### src/rtl/pit_count_mc_if.sv
// Signal bundle between the PIT register/prescaler side and the multi-channel counter bank.
// Master drives the controls; the counter bank (slave) returns counts, flags and pulses.
interface pit_count_mc_if #(
  parameter int COUNT_SIZE = 16,
  parameter int NUM_CH     = 4
);
  logic                         sync_reset;
  logic                         prescale_out;
  logic [NUM_CH-1:0]            ch_enable;
  logic [NUM_CH-1:0]            ch_oneshot;
  logic [NUM_CH-1:0]            pit_flg_clr;
  logic [NUM_CH*COUNT_SIZE-1:0] mod_value;
  logic [NUM_CH*COUNT_SIZE-1:0] cnt_n;
  logic [NUM_CH-1:0]            cnt_flag_o;
  logic [NUM_CH-1:0]            pit_o;
  logic [NUM_CH-1:0]            ch_active_o;
  logic                         irq_o;

  modport master (
    output sync_reset, prescale_out, ch_enable, ch_oneshot, pit_flg_clr, mod_value,
    input  cnt_n, cnt_flag_o, pit_o, ch_active_o, irq_o
  );

  modport slave (
    input  sync_reset, prescale_out, ch_enable, ch_oneshot, pit_flg_clr, mod_value,
    output cnt_n, cnt_flag_o, pit_o, ch_active_o, irq_o
  );
endinterface

### src/rtl/pit_count_mc.sv
// Bank of NUM_CH independent modulo-N interval counters sharing one prescaler tick.
// Each channel runs periodic or one-shot and latches its modulus only at rollover or while disabled.
module pit_count_mc #(
  parameter int COUNT_SIZE = 16,
  parameter int NUM_CH     = 4
) (
  input  logic           bus_clk,
  input  logic           async_rst_b,
  pit_count_mc_if.slave  bus
);

  typedef enum logic [1:0] {
    ST_IDLE = 2'd0,
    ST_RUN  = 2'd1,
    ST_DONE = 2'd2
  } state_t;

  state_t                             r_state [NUM_CH];
  logic [NUM_CH-1:0][COUNT_SIZE-1:0]  r_cnt;
  logic [NUM_CH-1:0][COUNT_SIZE-1:0]  r_shadow;
  logic [NUM_CH-1:0]                  r_flag;
  logic [NUM_CH-1:0]                  r_pit;
  logic [NUM_CH-1:0]                  r_active;
  logic                               r_irq;

  logic [NUM_CH-1:0][COUNT_SIZE-1:0]  w_mod;
  logic [NUM_CH-1:0]                  w_no_div;
  logic [NUM_CH-1:0]                  w_roll;
  logic [NUM_CH-1:0]                  w_flag_nxt;

  assign w_mod = bus.mod_value;

  always_comb begin
    w_no_div   = '0;
    w_roll     = '0;
    w_flag_nxt = '0;
    for (int unsigned i = 0; i < NUM_CH; i++) begin
      w_no_div[i] = (r_shadow[i] == '0) || (r_shadow[i] == COUNT_SIZE'(1));
      w_roll[i]   = (r_state[i] == ST_RUN) && bus.prescale_out &&
                    ((r_cnt[i] == r_shadow[i]) || w_no_div[i]);
      // Set beats a coincident clear so no rollover event is lost.
      if (!bus.ch_enable[i])      w_flag_nxt[i] = 1'b0;
      else if (w_roll[i])         w_flag_nxt[i] = 1'b1;
      else if (bus.pit_flg_clr[i]) w_flag_nxt[i] = 1'b0;
      else                        w_flag_nxt[i] = r_flag[i];
    end
  end

  always_ff @(posedge bus_clk or negedge async_rst_b) begin
    if (!async_rst_b) begin
      for (int unsigned i = 0; i < NUM_CH; i++) begin
        r_state[i]  <= ST_IDLE;
        r_cnt[i]    <= COUNT_SIZE'(1);
        r_shadow[i] <= '0;
      end
      r_flag   <= '0;
      r_pit    <= '0;
      r_active <= '0;
      r_irq    <= 1'b0;
    end else begin
      for (int unsigned i = 0; i < NUM_CH; i++) begin
        if (!bus.ch_enable[i] || w_roll[i]) r_shadow[i] <= w_mod[i];

        if (!bus.ch_enable[i]) begin
          r_state[i]  <= ST_IDLE;
          r_active[i] <= 1'b0;
        end else begin
          case (r_state[i])
            ST_IDLE: begin
              r_state[i]  <= ST_RUN;
              r_active[i] <= 1'b1;
            end
            ST_RUN: begin
              if (w_roll[i] && bus.ch_oneshot[i]) begin
                r_state[i]  <= ST_DONE;
                r_active[i] <= 1'b0;
              end else begin
                r_active[i] <= 1'b1;
              end
            end
            default: begin
              r_state[i]  <= ST_DONE;
              r_active[i] <= 1'b0;
            end
          endcase
        end

        if ((r_state[i] != ST_RUN) || !bus.ch_enable[i] || w_roll[i] || w_no_div[i])
          r_cnt[i] <= COUNT_SIZE'(1);
        else if (bus.prescale_out)
          r_cnt[i] <= r_cnt[i] + COUNT_SIZE'(1);

        r_pit[i] <= w_roll[i] && !bus.sync_reset;
      end
      r_flag <= w_flag_nxt;
      // Uses next-state flags so irq_o updates on the same edge as cnt_flag_o.
      r_irq  <= |w_flag_nxt;
    end
  end

  assign bus.cnt_n       = r_cnt;
  assign bus.cnt_flag_o  = r_flag;
  assign bus.pit_o       = r_pit;
  assign bus.ch_active_o = r_active;
  assign bus.irq_o       = r_irq;

endmodule
### src/flat_wrapper.sv
// flat-port wrapper written by rule: the top's interface ports become plain ports
module pit_count_mc_flat 
#(
  parameter int COUNT_SIZE = 16,
  parameter int NUM_CH     = 4
)
  (bus_clk, async_rst_b, bus_sync_reset, bus_prescale_out, bus_ch_enable, bus_ch_oneshot, bus_pit_flg_clr, bus_mod_value, bus_cnt_n, bus_cnt_flag_o, bus_pit_o, bus_ch_active_o, bus_irq_o);
  pit_count_mc_if #(.COUNT_SIZE(COUNT_SIZE), .NUM_CH(NUM_CH)) bus_i ();
  input  logic bus_clk;
  input  logic async_rst_b;
  input wire logic [$bits(bus_i.sync_reset)-1:0] bus_sync_reset;
  input wire logic [$bits(bus_i.prescale_out)-1:0] bus_prescale_out;
  input wire logic [$bits(bus_i.ch_enable)-1:0] bus_ch_enable;
  input wire logic [$bits(bus_i.ch_oneshot)-1:0] bus_ch_oneshot;
  input wire logic [$bits(bus_i.pit_flg_clr)-1:0] bus_pit_flg_clr;
  input wire logic [$bits(bus_i.mod_value)-1:0] bus_mod_value;
  output wire logic [$bits(bus_i.cnt_n)-1:0] bus_cnt_n;
  output wire logic [$bits(bus_i.cnt_flag_o)-1:0] bus_cnt_flag_o;
  output wire logic [$bits(bus_i.pit_o)-1:0] bus_pit_o;
  output wire logic [$bits(bus_i.ch_active_o)-1:0] bus_ch_active_o;
  output wire logic [$bits(bus_i.irq_o)-1:0] bus_irq_o;
  assign bus_i.sync_reset = bus_sync_reset;
  assign bus_i.prescale_out = bus_prescale_out;
  assign bus_i.ch_enable = bus_ch_enable;
  assign bus_i.ch_oneshot = bus_ch_oneshot;
  assign bus_i.pit_flg_clr = bus_pit_flg_clr;
  assign bus_i.mod_value = bus_mod_value;
  assign bus_cnt_n = bus_i.cnt_n;
  assign bus_cnt_flag_o = bus_i.cnt_flag_o;
  assign bus_pit_o = bus_i.pit_o;
  assign bus_ch_active_o = bus_i.ch_active_o;
  assign bus_irq_o = bus_i.irq_o;
  pit_count_mc #(.COUNT_SIZE(COUNT_SIZE), .NUM_CH(NUM_CH)) u_core (.bus_clk(bus_clk), .async_rst_b(async_rst_b), .bus(bus_i));
endmodule
### config.mk
export PLATFORM = sky130hd
export DESIGN_NAME = pit_count_mc_flat
export DESIGN_NICKNAME = d
export VERILOG_FILES = /design/src/rtl/pit_count_mc_if.sv /design/src/rtl/pit_count_mc.sv /design/src/flat_wrapper.sv
export SDC_FILE = /design/constraint.sdc
export NUM_CORES = 1
export LEC_CHECK = 0
export ABC_AREA = 1
export CAP_MARGIN = 20
export CORE_AREA = 2 2 152 139
export CTS_BUF_LIST = sky130_fd_sc_hd__clkbuf_8
export CTS_CLUSTER_DIAMETER = 60
export DETAILED_ROUTE_END_ITERATION = 10
export DIE_AREA = 0 0 154 141
export PLACE_DENSITY = 0.63
export SLEW_MARGIN = 20
export SYNTH_ARGS = -nofsm -noshare
export SYNTH_HDL_FRONTEND = slang
export SYNTH_SLANG_ARGS = --single-unit
### constraint.sdc
create_clock -name bus_clk -period 1.8 [get_ports bus_clk]
set_input_delay 0.36 -clock bus_clk [delete_from_list [all_inputs] [get_ports bus_clk]]
set_output_delay 0.36 -clock bus_clk [all_outputs]
set_load 0.01 [all_outputs]
* Word-level counts from Yosys, hierarchy flattened
Cells that the tools add are included.
** Operators by class
- Reductions and logical operators :: 58
- Mux-type cells :: 44
- Equality and inequality tests :: 20
- Add/sub/neg operators :: 4
** Operators with widths (count)
- $mux W16 :: 8
- $add A16 B1 Y16 const B :: 4
- $eq A16 B1 Y1 const B :: 4
- $eq A16 B16 Y1 :: 4
- $logic_not A16 Y1 :: 4
- $logic_or A1 B1 Y1 :: 24
- $mux W1 :: 20
- $logic_and A1 B1 Y1 :: 16
- $mux W2 :: 8
- $pmux W2 S2 :: 4
- $ne A3 B3 Y1 const B :: 4
- $eq A2 B1 Y1 const B :: 4
- $logic_not A2 Y1 :: 4
- $ne A2 B1 Y1 const B :: 4
- $pmux W1 S2 :: 4
- $reduce_bool A2 Y1 :: 4
- $logic_not A1 Y1 :: 5
- $reduce_or A4 Y1 :: 1
** Storage, ports and cells
- Register bits :: 149
- Output and inout bits :: 77
- Logic and storage cells :: 142
- Bits of input ports :: 80

* Longest topological paths before layout
Gate-level depths: netlist of run 1.
- Depth in word-level cells :: 8
- Mapped depth :: 14
- Gate-level depth less buffers :: 14

* Least setup slack after synthesis of run 1
Ideal clock, no wire load.
- Path kind :: reg-to-reg
- Start point :: register u_core.r_cnt (netlist bit u_core.bus.cnt_n[16])
- End point :: register u_core.r_cnt (netlist bit u_core.bus.cnt_n[30])
- Library setup time :: 126 ps
- Path buffers :: 0
- Slack :: 109 ps
- Arrival :: 1564 ps
- Clock period less this slack :: 1691 ps
- Data required time :: 1674 ps
- Cell stages (with the launch flop) :: 9
- Cell sequence :: dfstp_2 > ha_1 > nand3_2 > nor2_2 > nand2_2 > nor3_4 > nand3_2 > nor3_1 > nor3_2
** Between the ends
- Word-level cells in the longest chain between the ends :: 6
- Elaborated cells between the ends (all ways) :: 9
- Those cells by class :: add/sub: 1; eq/ne: 1; mux: 2; reduce/logical: 5
** RTL lines
- start: declaration :: RTL line pit_count_mc.sv:19 : logic [NUM_CH-1:0][COUNT_SIZE-1:0] r_cnt;
- start signal: indexed assignment :: RTL line pit_count_mc.sv:91 : r_cnt[i] <= r_cnt[i] + COUNT_SIZE'(1);
- parallel branches: the longest is 6 deep, another holds $add A16 B1 Y16
Parallel ways; which one is timed is not known. The select of a mux whose other input is x is not followed.
A chain may end at the register's enable or synchronous reset.

* Worst setup path after layout of run 1
- Start point :: register u_core.r_cnt (netlist bit u_core.bus.cnt_n[32])
- End point :: register u_core.r_shadow[33] (netlist bit)
** Between the ends
- Word-level cells in the longest chain between the ends :: 4
** RTL lines
- $eq A16 B16 Y1 :: RTL line pit_count_mc.sv:40 : ((r_cnt[i] == r_shadow[i]) || w_no_div[i]);
- $logic_or A1 B1 Y1 :: RTL line pit_count_mc.sv:40
- $logic_and A1 B1 Y1 :: RTL line pit_count_mc.sv:39 : w_roll[i] = (r_state[i] == ST_RUN) && bus.prescale_out &&
- $logic_or A1 B1 Y1 :: RTL line pit_count_mc.sv:62 : if (!bus.ch_enable[i] || w_roll[i]) r_shadow[i] <= w_mod[i];
- end signal: indexed assignment :: RTL line pit_count_mc.sv:62
- end: declaration :: RTL line pit_count_mc.sv:20 : logic [NUM_CH-1:0][COUNT_SIZE-1:0] r_shadow;
Every way passes these cells.

==> flow_metrics.py, run 1 <==
metrics = {
    "yosys": {
        "synth_top_area_share_pct": 44.89,
        "synth_area_leaders": "dfrtp_1 (45%), nand2_1 (15%), inv_1 (6.9%)",
        "syn-instance-count": 1041,
        "synth_edf_count": 0,
        "yosysWarnings": 0,
        "synthTopCellsByCount": "nand2_1 (330), inv_1 (148), dfrtp_1 (145)",
        "synth_cell_type_count": 35,
        "async_reset_ff_share_pct": 100.0,
        "syn_area_sq_um": 8083,
        "syn_nets": 1125,
        "yosysSeqAreaShare_pct": 46.19,
        "synth.ff_latch_count": 149,
        "synth.most_common_cell": "nand2_1",
        "synth_area_leader_cell": "dfrtp_1",
        "synth-main-ff-cell": "dfrtp_1",
        "synth.avg_cell_area_sq_um": 7.764,
    },
    "cts": {
        "numCtsBuffers": 17,
        "cts_sinks": 149,
        "cts_max_path_buffers": 2,
        "clockRootBuffer": "clkbuf_8",
        "clock_latency_ps": 470,
        "cts.clk_slew.worst_paths_ps": 100,
        "htree_levels": 4,
        "cts_tree": "done",
    },
    "worst_setup_path": {
        "crit_family": "simple AND/OR/NAND/NOR gates",
        "max_stage_delay_ps": 550,
        "start_kind": "register",
        "crit_chain": "buf_6 -> inv_4 -> nand2_2 -> nand2_2 -> nor2_2 -> nand2_1 -> nor2_1 -> nand2_1 -> nand2_2 -> nand2_4 -> nand2_8 -> clkbuf_16 -> nand2_2 -> o21ai_1",
        "rr_startpoint": "u_core.bus.cnt_n[32]",
        "worst-path-buf-inv": 3,
        "crit_path_start": "u_core.bus.cnt_n[32]",
        "rrSetupSlack_ps": -60,
        "r2r-end": "u_core.r_shadow[33]",
        "rr_worst_depth": 14,
        "cp_common_cell": "nand2_2",
        "crit_type": "register to register",
        "cp_data_arrival_time_ps": 2250,
        "crit_fanout": 6,
        "cp.required_ps": 2190,
        "crit_slowest_cell": "dfstp_2",
        "end_kind": "register",
    },
    "detailed_routing": {
        "vias": 7541,
        "avgRoutedWirePerCell_um": 14.80,
        "wl_um": 23890,
        "drt_iter0_markers": 394,
        "drt_first_pass_iters": 4,
        "drtAntennaViolNets": 0,
        "via_per_inst": 4.672,
        "drcViolationCount": 0,
    },
    "sta": {
        "hold_viol_final": 0,
        "slew-limit-headroom_pct": 63.33,
        "maxClockFrequency_ghz": 0.5383,
        "setup_viol": 17,
        "maxSlewViolCount": 0,
        "fin_worst_skew_ps": 18.03,
        "rsz0062_at_grt": "yes",
        "period_needed_ps": 1858,
        "fin_crit_sh_pct": 103.2,
        "worstMarginPinSlew_ps": 550.0,
        "fin_ws_ps": -57.82,
    },
    "grt": {
        "grt_overflow": 0,
        "grt_pass1_wl_um": 35280,
        "grt_max_degree": 41,
        "antenna_found_initial": 0,
        "grt_pass1_vias": 7054,
        "grt_usage_pct": 20.46,
    },
    "place": {
        "placed_cells": 1498,
        "portBuffers": 156,
        "dpl_worst_slack_ps": -240.0,
        "routabilityCongestion": 0.7958,
        "hpwlAfterDp_um": 15420,
    },
    "final_layout": {
        "drive_gt1_share_pct": 30.58,
        "utilization_pct": 60.62,
        "fillers": 1771,
        "antenna_cells": 0,
        "multi_input_area_sq_um": 4135,
        "regArea_sq_um": 3757,
        "instances_no_fill": 1614,
        "areaGrowthSynthToFinish_pct": 52.48,
        "finalNetCount": 1425,
    },
    "die": {
        "dieHeight_um": 141,
        "row_count": 50,
        "io_pins": 157,
        "core-area_sq_um": 20330,
        "start_util_pct": 39.75,
        "dieArea_sq_um": 21710,
        "dieWidth_um": 154,
    },
    "worst_hold_path": {
        "min_path_type": "primary input to async pin",
    },
    "power_and_ir_drop": {
        "ir_drop_mv": 0.4045,
        "power_density_nw_per_um2": 646.8,
        "cellLeakagePower_nw": 6.065,
    },
    "outcome": {
        "outcome": "finished, violations left",
        "violations": "negative setup slack",
    },
    "job": {
        "cap_violations": 0,
    },
}
## how the worst max path moves through the flow
| stage | end | slack [ps] | depth (start not counted) |
|---|---|---|---|
| 3_3_place_gp | u_core.bus.cnt_n[44] | -140 | 8 |
| 2_1_floorplan | u_core.bus.cnt_n[30] | 110 | 8 |
| 6_report | u_core.r_shadow[33] | -60 | 14 |
| 3_5_place_dp | u_core.bus.cnt_n[56] | -240 | 8 |
| 4_1_cts | u_core.r_shadow[36] | -20 | 14 |
| 5_1_grt | u_core.r_state[1] | -150 | 14 |
## layout by cell type (no fill, tap or decap), types with 6 or more instances in the layout
cell type        synthesis  layout
buf_6                    9      17
dfrtp_1                145     126
nor3_2                   2       6
nor2_1                 136     115
inv_2                    5      13
dlymetal6s2s_1           0      15
nand3_1                 17      12
buf_12                   1      13
nor3_1                  10       6
o21ai_1                 32      17
o21ai_2                 32      47
clkbuf_16                0      10
clkbuf_8                 0      18
nor2_4                   2       8
dlygate4sd2_1            0      20
clkdlybuf4s50_1          0     116
inv_1                  148     136
a21oi_1                  9       8
nand4_1                 27      27
nor2_2                  10      25
nand2_1                330     280
xor2_1                  42      41
nand3_2                  4       8
dfrtp_2                  0      19
buf_4                    6     105
o21ai_0                 11       9
nand2_2                 25      62
nand2_4                  8      17
## where the power goes
group | internal [W] | switching, W | leakage (nW)
registers | 0.00350 | 0.0000873 | 1.90
clock network | 0.00171 | 0.00142 | 0.231
logic | 0.000587 | 0.000678 | 3.93
total | 0.00579 | 0.00218 | 6.06
## per-stage QoR
stage / total power [W] / TNS (ps) / instance area, sq um / hold WS [ps]
after floorplan: 0.004196 / 0 / 8083 / 64.41
after global placement: 0.004678 / -9339 / 10400 / 315.8
after detailed placement: 0.004695 / -13590 / 10400 / 314.6
after CTS: 0.007821 / -35.79 / 11250 / 369.2
after global routing: 0.008332 / -6589 / 12320 / 377.4
final: 0.007971 / -499.4 / 12320 / 368.3
## logic make-up (layout without fill, tap and decap cells)
group	after synthesis	after routing	share of synthesized area, %
compound gates	85	85	6.780
simple gates	583	585	31.81
xor+xnor	47	47	5.093
buf+inv	173	484	9.504
fa+ha+maj	4	4	0.6192
flops	149	149	46.19
## flip-flops by register name, indices dropped and copies added, names as in the netlist
name	count
u_core.r_state	8
u_core.bus.cnt_flag_o	4
u_core.bus.irq_o	1
u_core.bus.ch_active_o	4
u_core.bus.pit_o	4
u_core.r_shadow	64
u_core.bus.cnt_n	64
## cell type report
type / instances / share of cell area [%]
Inverter: 153 / 4.741
Sequential cell: 149 / 30.49
Clock buffer: 18 / 2.010
Tap cell: 260 / 2.640
Clock inverter: 14 / 1.827
Timing Repair Buffer: 299 / 24.74
Multi-Input combinational cell: 721 / 33.55
## per-layer routing
metal  global-route usage (%)  vias to the layer above  wire length [um]
met3                    3.996                       21               902
met5                        0                        -                 0
met4                    5.066                        0               267
met2                    33.00                      143             11540
li1                         -                     3806                 -
met1                    28.46                     3571             11190
## what timing repair did
item                       CTS  global route
setup buffers               48            21
hold endpoints to repair    35             0
resized for setup           46           187
gates cloned                 0            14
pin swaps                    2            49
setup endpoints to repair   63           138
hold buffers                 1             0
Note: power is estimated with default switching activity, not from simulation.
==> run 2, diff against run 1 <==
--- a/config.mk
+++ b/config.mk
@@ -7,12 +7,12 @@
 export LEC_CHECK = 0
 export ABC_AREA = 1
 export CAP_MARGIN = 20
-export CORE_AREA = 2 2 152 139
+export CORE_AREA = 2 2 161 148
 export CTS_BUF_LIST = sky130_fd_sc_hd__clkbuf_8
 export CTS_CLUSTER_DIAMETER = 60
 export DETAILED_ROUTE_END_ITERATION = 10
-export DIE_AREA = 0 0 154 141
-export PLACE_DENSITY = 0.63
+export DIE_AREA = 0 0 163 150
+export PLACE_DENSITY = 0.56
 export SLEW_MARGIN = 20
 export SYNTH_ARGS = -nofsm -noshare
 export SYNTH_HDL_FRONTEND = slang
==> run 2 against run 1 <==
Effect of this change:
- the flow now finishes without violations
- via count decreased by 2.1%
- non-clock buffer count increased by 9
- clock power decreased by 3%
- final cell count increased by 3.0%
- core utilization decreased by 6.7 points
- combinational power about the same
- global-route usage decreased by 2.2 points
- critical path type unchanged
- highest routed layer unchanged
==> flow_metrics.py, run 2 (synthesis results as in run 1) <==
metrics = {
    "power_and_ir_drop": {
        "ir_drop_mv": 0.3640,
        "power.total_w": 0.007853,
        "cellLeakagePower_nw": 6.295,
        "power_density_nw_per_um2": 636.4,
    },
    "grt": {
        "grt_overflow": 0,
        "grt_pass1_vias": 6934,
        "grt_pass1_wl_um": 35010,
        "met1_usage_pct": 26.17,
        "grt_max_degree": 51,
        "grt_usage_pct": 18.30,
        "use_met3_pct": 3.908,
        "grt_util_met2_pct": 28.16,
        "grt-busiest-layer": "met2",
        "antenna_found_initial": 0,
    },
    "detailed_routing": {
        "drtAntennaViolNets": 0,
        "avgRoutedWirePerCell_um": 13.86,
        "vias": 7383,
        "wl_um": 23040,
        "drt_first_pass_iters": 5,
        "via_per_inst": 4.442,
        "drcViolationCount": 0,
        "drt_iter0_markers": 414,
    },
    "place": {
        "hpwlAfterDp_um": 15410,
        "routabilityCongestion": 0.7923,
        "place_area_sq_um": 10490,
        "portBuffers": 156,
    },
    "sta": {
        "fin_worst_skew_ps": 17.14,
        "slew-limit-headroom_pct": 70.36,
        "maxSlewViolCount": 0,
        "setup_viol": 0,
        "maxClockFrequency_ghz": 0.5628,
        "worstMarginPinSlew_ps": 443.2,
        "period_needed_ps": 1777,
        "rsz0062_at_grt": "yes",
        "hold_viol_final": 0,
        "holdWs_ps": 305.0,
        "fin_crit_sh_pct": 98.71,
    },
    "cts": {
        "htree_levels": 4,
        "numCtsBuffers": 17,
        "clockRootBuffer": "clkbuf_8",
        "clock_latency_ps": 470,
        "cts_max_path_buffers": 2,
        "cts_sinks": 149,
        "cts.clk_slew.worst_paths_ps": 90,
        "cts_tree": "done",
    },
    "die": {
        "io_pins": 157,
        "dieArea_sq_um": 24450,
        "core-area_sq_um": 22880,
        "dieHeight_um": 150,
        "dieWidth_um": 163,
        "start_util_pct": 35.33,
        "row_count": 53,
    },
    "outcome": {
        "outcome": "finished clean",
    },
    "worst_setup_path": {
        "worst-path-buf-inv": 1,
        "crit_fanout": 4,
        "end_kind": "register",
        "cp_common_cell": "nor2_2",
        "crit_type": "register to register",
        "worst-path-stages": 10,
        "crit_family": "simple AND/OR/NAND/NOR gates",
        "crit_slowest_cell": "dfstp_2",
        "crit_chain": "buf_6 -> ha_4 -> nand3_4 -> nor2_4 -> nand2_2 -> nor3_4 -> nand3_2 -> nor2_2 -> nor2_2 -> nor3_2",
        "cp_data_arrival_time_ps": 2170,
        "max_stage_delay_ps": 550,
        "start_kind": "register",
        "cp.required_ps": 2200,
        "rr_worst_depth": 10,
    },
    "final_layout": {
        "final_cell_mix": "nand2_1 (287), inv_1 (139), dfrtp_1 (131)",
        "final_common_cell": "nand2_1",
        "stdcell_area_sq_um": 12340,
        "fillers": 2139,
        "finalNetCount": 1432,
        "regArea_sq_um": 3751,
        "drive_gt1_share_pct": 29.63,
        "multi_input_area_sq_um": 4064,
        "antenna_cells": 0,
        "areaGrowthSynthToFinish_pct": 52.66,
    },
    "worst_hold_path": {
        "min_path_type": "primary input to async pin",
    },
    "job": {
        "cap_violations": 0,
    },
}
[run 2: cell count changes in the layout (fill, tap and decap cells not counted), moves of 3 or more]
cell / previous run / this run
o21ai_2: 47 / 50
dlygate4sd2_1: 20 / 28
inv_1: 136 / 139
nand2_2: 62 / 50
nand2_4: 17 / 22
buf_4: 105 / 111
nand2_1: 280 / 287
dlymetal6s2s_1: 15 / 23
dfrtp_2: 19 / 14
clkdlybuf4s50_1: 116 / 101
nand3_2: 8 / 5
dfrtp_1: 126 / 131
[run 2: timing repair]
item | 4_1_cts | 5_1_grt
hold endpoints to repair | 21 | 0
hold buffers | 1 | 0
buffers inserted | 51 | 21
cloned | 0 | 12
endpoints found under the setup margin | 65 | 154
pin swaps | 0 | 40
gates resized for setup | 53 | 184
[run 2: metrics by stage]
stage | instances | util [%] | setup WS (ps) | setup TNS [ps]
after floorplan | 1041 | - | 109.2 | 0
after global placement | 1547 | 45.85 | -250.0 | -17660
final | 1662 | 53.93 | 23.21 | 0
after CTS | 1630 | 49.53 | -13.84 | -13.84
after global routing | 1662 | 53.93 | -109.4 | -4605
after detailed placement | 1547 | 45.85 | -262.7 | -13920
[run 2: routing by layer]
metal	up-vias	wire (um)
met5	-	0
met4	0	199
met3	17	821
met2	122	10700
met1	3424	11310
li1	3820	-
[run 2: where the power goes]
| part | internal (W) | switching, W | total, W |
|---|---|---|---|
| sequential | 0.00350 | 0.0000837 | 0.00358 |
| clock | 0.00157 | 0.00146 | 0.00302 |
| combinational | 0.000583 | 0.000665 | 0.00125 |
| total | 0.00565 | 0.00221 | 0.00785 |
[run 2: path summary, 6_finish.rpt]
path | slack, ps | to | start
max in group asynchronous | 890 | u_core.bus.cnt_n[48] | async_rst_b
min in group bus_clk | 420 | u_core.r_shadow[55] | bus_mod_value[55]
worst min register to register | 510 | u_core.r_state[2] | u_core.r_state[3]
worst max-delay path | 20 | u_core.bus.cnt_n[30] | u_core.bus.cnt_n[16]
worst max register to register | 20 | u_core.bus.cnt_n[30] | u_core.bus.cnt_n[16]
worst min-delay path | 310 | u_core.r_shadow[7] | async_rst_b
[run 2: layout make-up]
cell class,instances,share of cell area [%]
flip-flops and latches,149,30.40
clock buffers,18,2.008
clock inverters,13,1.602
inverters,153,4.695
well taps,302,3.062
repair buffers,308,25.30
multi-input cells,719,32.93
==> run 3, diff against run 2 <==
--- a/config.mk
+++ b/config.mk
@@ -12,7 +12,9 @@
 export CTS_CLUSTER_DIAMETER = 60
 export DETAILED_ROUTE_END_ITERATION = 10
 export DIE_AREA = 0 0 163 150
-export PLACE_DENSITY = 0.56
+export DONT_BUFFER_PORTS = 1
+export MAX_ROUTING_LAYER = met4
+export PLACE_DENSITY = 0.48
 export SLEW_MARGIN = 20
 export SYNTH_ARGS = -nofsm -noshare
 export SYNTH_HDL_FRONTEND = slang
==> run 3 against run 2 <==
Effect of this change:
- the run now ends with negative hold slack left
- highest routed layer unchanged
- final cell count fell by 8.8%
- sequential power hardly changed
- largest power group unchanged
- first-iteration DRC count fell by 15%
- wire length decreased by 6.9%
==> flow_metrics.py, run 3 (synthesis results as in run 1) <==
metrics = {
    "grt": {
        "antenna_found_initial": 0,
        "grt_usage_pct": 17.79,
        "grt_max_degree": 150,
        "grt_overflow": 0,
        "grt_pass1_vias": 6326,
        "grt_pass1_wl_um": 32980,
    },
    "detailed_routing": {
        "drt_iter0_markers": 353,
        "drtAntennaViolNets": 0,
        "drt_first_pass_iters": 5,
        "avgRoutedWirePerCell_um": 14.15,
        "vias": 6801,
        "via_per_inst": 4.489,
        "drcViolationCount": 0,
        "wl_um": 21440,
    },
    "sta": {
        "holdWs_ps": -428.4,
        "hold_viol_final": 149,
        "setup_tns_ps": 0,
        "maxClockFrequency_ghz": 0.5656,
        "maxSlewViolCount": 0,
        "rsz0062_at_grt": "yes",
        "fin_worst_skew_ps": 21.27,
        "slew-limit-headroom_pct": 63.75,
        "setup_viol": 0,
        "fin_crit_sh_pct": 98.23,
        "period_needed_ps": 1768,
        "worstMarginPinSlew_ps": 543.8,
    },
    "die": {
        "io_pins": 157,
        "row_count": 53,
        "dieWidth_um": 163,
        "dieArea_sq_um": 24450,
        "dieHeight_um": 150,
        "start_util_pct": 35.33,
        "core-area_sq_um": 22880,
    },
    "final_layout": {
        "finalNetCount": 1285,
        "drive_gt1_share_pct": 25.80,
        "final_cell_mix": "nand2_1 (315), inv_1 (139), nor2_1 (130)",
        "antenna_cells": 0,
        "utilization_pct": 45.83,
        "final_common_cell": "nand2_1",
        "areaGrowthSynthToFinish_pct": 29.72,
    },
    "outcome": {
        "violations": "negative hold slack",
        "outcome": "finished, violations left",
    },
    "cts": {
        "htree_levels": 4,
        "cts.clk_slew.worst_paths_ps": 100,
        "cts_sinks": 149,
        "cts_tree": "done",
        "clockRootBuffer": "clkbuf_8",
        "clock_latency_ps": 470,
        "cts_max_path_buffers": 2,
        "numCtsBuffers": 17,
    },
    "power_and_ir_drop": {
        "clockPowerShare_pct": 37.9,
        "ir_drop_mv": 0.3184,
        "cellLeakagePower_nw": 5.031,
        "internal_power_w": 0.005180,
        "p_sw_w": 0.002017,
        "power.total_w": 0.007197,
        "pwr-share-comb_pct": 12.2,
        "switching_share_pct": 28.02,
        "power_density_nw_per_um2": 686.4,
        "seqPwrFrac_pct": 49.9,
    },
    "worst_setup_path": {
        "crit_type": "register to register",
        "crit_fanout": 4,
        "cp.required_ps": 2190,
        "start_kind": "register",
        "cp_data_arrival_time_ps": 2160,
        "end_kind": "register",
    },
    "place": {
        "routabilityCongestion": 0.7904,
        "hpwlAfterDp_um": 14530,
        "portBuffers": 0,
    },
    "worst_hold_path": {
        "min_path_type": "primary input to async pin",
    },
    "job": {
        "cap_violations": 0,
    },
}
## run 3: cell count changes in the layout (fill, tap and decap cells not counted), sizes merged
cell / change
inv: +1
bufinv: -2
clkinv: +3
clkbuf: -4
dlygate4sd2: -28
nand3: +1
clkdlybuf4s50: -101
clkinvlp: -2
buf: -28
dlygate4sd3: +36
dlymetal6s2s: -23
## run 3: what timing repair did
item                                    4_1_cts  5_1_grt
hold endpoints to repair                    186      152
cloned                                        0       10
endpoints found under the setup margin        2      108
setup buffers                                 2       27
resized for setup                             1       80
pin swaps                                     0       36
hold buffers                                 34        3
## run 3: cell type report
class	count	area [sq um]
fillers	2310	12390
clock inverters	13	146.4
repair buffers	160	1554
inverters	153	574.3
well taps	302	377.9
multi-input cells	720	3831
clock buffers	18	247.7
flip-flops and latches	149	3754
## run 3: power by group through the flow
stage	registers, W	logic, W	clock network, W
6_report	0.00359	0.000880	0.00273
5_1_grt	0.00361	0.000992	0.00294
4_1_cts	0.00359	0.000782	0.00282
3_5_place_dp	0.00365	0.000706	0
3_3_place_gp	0.00365	0.000706	0
2_1_floorplan	0.00364	0.000556	0
## run 3: through the flow
step	setup slack (ps)	instance area, sq um	std cells
after floorplan	109.2	8083	1041
after global routing	-113.4	10490	1515
final	31.87	10490	1515
after CTS	12.25	9749	1475
after global placement	12.64	8992	1408
after detailed placement	2.777	8992	1408
## run 3: path summary, 6_finish.rpt
path / startpoint / endpoint / slack, ps / cells after the start
max in group asynchronous: async_rst_b / u_core.bus.cnt_n[12] / 1780 / 0
min in group bus_clk: bus_mod_value[10] / u_core.r_shadow[10] / 10 / 2
setup reg to reg: u_core.bus.cnt_n[16] / u_core.bus.cnt_n[30] / 30 / 9
hold reg to reg: u_core.r_state[3] / u_core.bus.ch_active_o[2] / 520 / 3
setup / recovery: u_core.bus.cnt_n[16] / u_core.bus.cnt_n[30] / 30 / 9
hold / removal: async_rst_b / u_core.r_shadow[8] / -430 / 0
## run 3: layer usage
layer / wire [um] / global-route usage, %
met1: 10550 / 24.57
met2: 9646 / 26.27
met3: 1017 / 3.936
met4: 219 / 5.044
met5: 0 / -
## run 3: worst max-delay path, stage by stage (launching register included)
cell	delay, ps
dfstp_2	580
ha_2	220
nand3_4	100
nor2_4	120
nand2_2	90
nor3_4	190
nand3_2	120
nor2_1	100
nor2_1	50
nor3_2	130
